--- src/rtl/duty_disp_pkg.sv ---
`default_nettype none
// ============================================================================
// Module      : duty_disp_pkg
// Description : Shared types and constants for the duty-cycle display path:
//               converter FSM states, BCD digit width and the double-dabble
//               add-3 threshold.
// Revision    : 1.0 - initial release
// ============================================================================
package duty_disp_pkg;

  // Width of one packed BCD digit
  localparam int unsigned BCD_W = 4;

  // A BCD digit at or above this value is corrected by adding 3 before a shift
  localparam logic [BCD_W-1:0] ADD3_THRESH = 4'd5;

  // Converter sequencing states
  typedef enum logic [1:0] {
    ST_IDLE  = 2'd0,
    ST_SHIFT = 2'd1,
    ST_DONE  = 2'd2
  } conv_state_t;

endpackage : duty_disp_pkg
`default_nettype wire

--- src/rtl/bcd_add3_cell.sv ---
`default_nettype none
// ============================================================================
// Module      : bcd_add3_cell
// Description : Double-dabble correction cell. A BCD digit of 5 or more gets 3
//               added so that the following left shift carries correctly into
//               the next decimal position.
// Revision    : 1.0 - initial release
// ============================================================================
module bcd_add3_cell
  import duty_disp_pkg::*;
(
  input  logic [BCD_W-1:0] digit_i,
  output logic [BCD_W-1:0] digit_o
);

  // Digits 0..9 only ever reach this cell, so digit+3 never exceeds 4 bits
  assign digit_o = (digit_i >= ADD3_THRESH) ? (digit_i + 4'd3) : digit_i;

endmodule : bcd_add3_cell
`default_nettype wire

--- src/rtl/duty_bcd_converter.sv ---
`default_nettype none
// ============================================================================
// Module      : duty_bcd_converter
// Description : Iterative binary-to-BCD converter (shift-and-add-3, one bit
//               per clock) feeding the seven-segment decoders. Produces one
//               BCD digit per display position plus a leading-zero blank mask.
//               Outputs are registered and held between conversions.
// Revision    : 1.0 - initial release
// ============================================================================
module duty_bcd_converter
  import duty_disp_pkg::*;
#(
  parameter int WIDTH  = 8,
  parameter int DIGITS = 3
) (
  input  logic                    clk,
  input  logic                    rst,
  input  logic                    start,
  input  logic [WIDTH-1:0]        value,
  output logic                    busy,
  output logic                    done,
  output logic [BCD_W*DIGITS-1:0] digits,
  output logic [DIGITS-1:0]       blank
);

  localparam int                 CNT_W     = $clog2(WIDTH + 1);
  localparam int                 SCR_W     = BCD_W * DIGITS;
  localparam logic [CNT_W-1:0]   CNT_LOAD  = CNT_W'(WIDTH);
  localparam logic [CNT_W-1:0]   CNT_LAST  = CNT_W'(1);
  localparam logic [DIGITS-1:0]  BLANK_RST = {{(DIGITS-1){1'b1}}, 1'b0};

  // --------------------------------------------------------------------------
  // Elaboration-time parameter legality
  // --------------------------------------------------------------------------
  if ((WIDTH < 4) || (WIDTH > 16)) begin : g_bad_width
    $error("duty_bcd_converter: WIDTH must be within 4..16");
  end

  if ((10 ** DIGITS) <= ((2 ** WIDTH) - 1)) begin : g_bad_digits
    $error("duty_bcd_converter: DIGITS too small to hold 2^WIDTH-1 in decimal");
  end

  // --------------------------------------------------------------------------
  // State and datapath registers
  // --------------------------------------------------------------------------
  conv_state_t            state_q,   state_d;
  logic [CNT_W-1:0]       cnt_q,     cnt_d;
  logic [WIDTH-1:0]       shreg_q,   shreg_d;
  logic [SCR_W-1:0]       scratch_q, scratch_d;

  logic                   busy_q,    busy_d;
  logic                   done_q,    done_d;
  logic [SCR_W-1:0]       digits_q,  digits_d;
  logic [DIGITS-1:0]      blank_q,   blank_d;

  logic [SCR_W-1:0]       scratch_adj;
  logic [SCR_W+WIDTH-1:0] shift_w;
  logic [DIGITS-1:0]      blank_w;
  logic                   zeros_above;

  // --------------------------------------------------------------------------
  // One add-3 correction cell per digit, all evaluated in parallel
  // --------------------------------------------------------------------------
  for (genvar k = 0; k < DIGITS; k++) begin : g_add3
    bcd_add3_cell u_add3 (
      .digit_i (scratch_q[BCD_W*k +: BCD_W]),
      .digit_o (scratch_adj[BCD_W*k +: BCD_W])
    );
  end

  // The top scratch bit shifted out is always 0 because DIGITS is large
  // enough to represent every WIDTH-bit value.
  assign shift_w = {scratch_adj, shreg_q} << 1;

  // Leading-zero mask: digit k blanks only if it and every digit above it are 0
  always_comb begin
    blank_w     = '0;
    zeros_above = 1'b1;
    for (int k = DIGITS - 1; k >= 1; k--) begin
      zeros_above = zeros_above && (scratch_q[BCD_W*k +: BCD_W] == '0);
      blank_w[k]  = zeros_above;
    end
  end

  // Next-state logic: accept in IDLE, shift WIDTH times, then one DONE cycle
  always_comb begin
    state_d   = state_q;
    cnt_d     = cnt_q;
    shreg_d   = shreg_q;
    scratch_d = scratch_q;
    unique case (state_q)
      ST_IDLE: begin
        if (start) begin
          state_d   = ST_SHIFT;
          shreg_d   = value;
          scratch_d = '0;
          cnt_d     = CNT_LOAD;
        end
      end
      ST_SHIFT: begin
        {scratch_d, shreg_d} = shift_w;
        cnt_d                = cnt_q - 1'b1;
        if (cnt_q == CNT_LAST) begin
          state_d = ST_DONE;
        end
      end
      ST_DONE: begin
        state_d = ST_IDLE;
      end
      default: begin
        state_d = ST_IDLE;
      end
    endcase
  end

  // Next-state for the registered outputs; digits/blank load only from DONE
  always_comb begin
    busy_d   = (state_d != ST_IDLE) || (state_q == ST_DONE);
    done_d   = (state_q == ST_DONE);
    digits_d = digits_q;
    blank_d  = blank_q;
    if (state_q == ST_DONE) begin
      digits_d = scratch_q;
      blank_d  = blank_w;
    end
  end

  // FSM and conversion datapath registers
  always_ff @(posedge clk) begin
    if (rst) begin
      state_q   <= ST_IDLE;
      cnt_q     <= '0;
      shreg_q   <= '0;
      scratch_q <= '0;
    end else begin
      state_q   <= state_d;
      cnt_q     <= cnt_d;
      shreg_q   <= shreg_d;
      scratch_q <= scratch_d;
    end
  end

  // Output registers; a reset mid-conversion clears them without a done pulse
  always_ff @(posedge clk) begin
    if (rst) begin
      busy_q   <= 1'b0;
      done_q   <= 1'b0;
      digits_q <= '0;
      blank_q  <= BLANK_RST;
    end else begin
      busy_q   <= busy_d;
      done_q   <= done_d;
      digits_q <= digits_d;
      blank_q  <= blank_d;
    end
  end

  assign busy   = busy_q;
  assign done   = done_q;
  assign digits = digits_q;
  assign blank  = blank_q;

endmodule : duty_bcd_converter
`default_nettype wire

--- config.mk ---
export PLATFORM = sky130hd
export DESIGN_NAME = duty_bcd_converter
export DESIGN_NICKNAME = d
export VERILOG_FILES = /design/src/rtl/duty_disp_pkg.sv /design/src/rtl/bcd_add3_cell.sv /design/src/rtl/duty_bcd_converter.sv
export SDC_FILE = /design/constraint.sdc
export NUM_CORES = 1
export LEC_CHECK = 0
export CORE_MARGIN = 2
export CORE_UTILIZATION = 57
export CTS_CLUSTER_DIAMETER = 50
export DETAILED_ROUTE_END_ITERATION = 10
export PLACE_DENSITY = 0.81
export SLEW_MARGIN = 20
export SYNTH_ARGS = -nofsm -noshare
export SYNTH_HDL_FRONTEND = slang
export SYNTH_SLANG_ARGS = --single-unit
--- constraint.sdc ---
create_clock -name clk -period 3 [get_ports clk]
set_input_delay 0.45 -clock clk [delete_from_list [all_inputs] [get_ports clk]]
set_output_delay 0.45 -clock clk [all_outputs]
set_load 0.02 [all_outputs]
==> flow_summary.toml <==
[synth]
synth-async-reset-ratio = 0
synthesis.area_mm2 = 0.00193
yosysWarningCount = 0
synth_area_per_cell_um2 = 8.63
synth_top_area_share = 0.437
synth_edf_count = 0
ys_seq_area_frac = 0.437
yosysMostFrequentCell = "dfxtp_1"
ys_dominant_reg_cell = "dfxtp_1"
synth_seq_cells = 42
ys_top_cells_by_count = "42 x dfxtp_1, 29 x a21oi_1, 26 x nor2_1, 25 x nand2_1, 15 x inv_1"
ys_top_cells_by_area = "dfxtp_1 44%, a21oi_1 7.5%, ha_1 5.8%"
synth_cell_types = 37
syn_nets = 243
postSynthCellCount = 223
yosysTopAreaCell = "dfxtp_1"

[grt]
grt_use_total = 0.209
antenna_found_initial = 0
grt-ovfl-total = 0
grt_util_met2 = 0.332
grt_max_degree = 19
grt_first_pass_wirelength_mm = 6.53
use_met1 = 0.279
busiest_layer = "met2"
grt_pass1_vias = 1459
met3_usage = 0.0453

[die]
io_pins = 28
fp-row-count = 21
fp.dieH_um = 62.1
initial_utilization = 0.586
core_mm2 = 0.00328
die_w_um = 62.1
dieArea_mm2 = 0.00386

[setup_path]
worstSetupStartpointType = "register"
cp.required_ns = 3.28
setup.worst_path.end_class = "register"
worst_ep_arrival_time_ns = 2.08
r2r_slack_ns = 1.20
crit_fanout = 16
path_class = "reg -> reg"

[sta]
min_period_over_period = 0.600
finalSetupTns_ns = 0
rsz0062_at_grt = "no"
fin_worst_skew_ns = 0.0126
setup_viol = 0
fin_hold_ws_ns = 0.461
finalMaxSlewViolations = 0
tightest_slew_ns = 0.878
final.min_clock_period_ns = 1.80
worst_slack_ns = 1.20
slew_headroom = 0.413
hold_viol_final = 0
max_freq_mhz = 556

[routing]
first_pass_iters = 6
routed_wl_mm = 3.68
drc_errors = 0
routedWlPerCell_um = 12.5
vias = 1527
vias_per_cell = 5.21
drtIter0Drc = 72
ant_nets = 0

[status]
status = "finished clean"

[clock_network]
cts.sinks = 42
cts_buffer_depth = 2
root_buffer = "clkbuf_4"
post_cts_buffers = 0
htreeDepth = 2
cts_buffers = 5
hold_buffers = 0
cts_tree = "built"
clk_latency_ns = 0.35
clk_pin_slew_ns = 0.13
cts_resized = 0

[cells_and_area]
layout-drive-gt1-share = 0.0810
fillerInstances = 295
fin_cells = 293
fin_nets = 266
fin_util = 0.691
diodes = 0
syn_to_final_growth_pct = 17.8
finalInstanceArea_mm2 = 0.00227

[power]
power-per-cell-area_mw_per_mm2 = 474
ir_drop_uv = 359
leakagePower_nw = 0.845
power_mw = 1.08

[placement]
place_inst = 285
postPlaceCellArea_mm2 = 0.00219
placement.io_buffers = 26
place_ws_ns = 0.925
place.gp.congestion = 0.792
dp_hpwl_mm = 2.51

[worst_hold_path]
holdCritPathClass = "reg -> reg"

[flow_run]
max_cap_violations = 0
-- cells by family (layout without fill, tap and decap cells) --
kind of cell	after synthesis	count (layout)	synth area share
multiplexers	4	4	0.0214
other	1	1	0.00195
AO/OA/AOI/OAI	56	56	0.201
buffers and inverters	28	52	0.0702
XOR/XNOR	4	4	0.0182
flip-flops	42	42	0.437
AND/OR/NAND/NOR	79	79	0.192
adder cells (fa/ha/maj)	9	9	0.0585
-- path summary, 6_finish.rpt --
path	start	endpoint	cells past startpoint
min reg2reg	digits[1]$_SDFFE_PP0P_	digits[1]$_SDFFE_PP0P_	2
max reg2reg	state_q[1]$_SDFF_PP0_	digits[5]$_SDFFE_PP0P_	3
max	state_q[1]$_SDFF_PP0_	digits[5]$_SDFFE_PP0P_	3
min	digits[1]$_SDFFE_PP0P_	digits[1]$_SDFFE_PP0P_	2
-- cells in the final DEF, fill, tap and decap left out, types with 2 or more instances in the layout --
cell and instances:
nor3_1 5, a22oi_1 2, clkbuf_4 5, dfxtp_1 42
a21oi_1 29, mux2i_1 3, nand3_1 3, clkdlybuf4s50_1 26
nand2_1 25, nor2b_1 2, xnor2_1 3, buf_4 3
nand2b_1 5, o21ai_0 5, nor3b_1 7, inv_1 15
ha_1 9, nor2_1 26, a211oi_2 6, a22o_1 8
-- per-layer routing --
metal,part of all wire,vias to the layer above
met4,0.011,0
met3,0.045,4
met5,0,-
li1,-,803
met2,0.45,31
met1,0.49,689
-- sequential cells by signal, summed over array words and instances, names as in the netlist --
name / flops
digits: 12
scratch_q: 12
shreg_q: 8
cnt_q: 4
blank: 2
state_q: 2
busy: 1
done: 1
-- power breakdown --
group	switching, mW	internal (mW)	leakage [nW]
Sequential	0.0127	0.577	0.342
Combinational	0.0666	0.0522	0.457
Clock	0.190	0.177	0.0456
Total	0.269	0.806	0.845
-- layout make-up --
type | count | area (um2) | area share
flip-flops and latches | 42 | 841 | 0.371
repair buffers | 29 | 283 | 0.125
clock buffers | 5 | 37.5 | 0.0165
well taps | 46 | 57.6 | 0.0254
inverters | 15 | 56.3 | 0.0248
clock inverters | 3 | 43.8 | 0.0193
multi-input cells | 153 | 950 | 0.419
-- critical path: stages (launching register included) --
cell     delay [ns]
dfxtp_1        0.64
nor2b_1        0.77
nand2_1        0.17
a21oi_1        0.15
(Power assumes the default switching activity.)
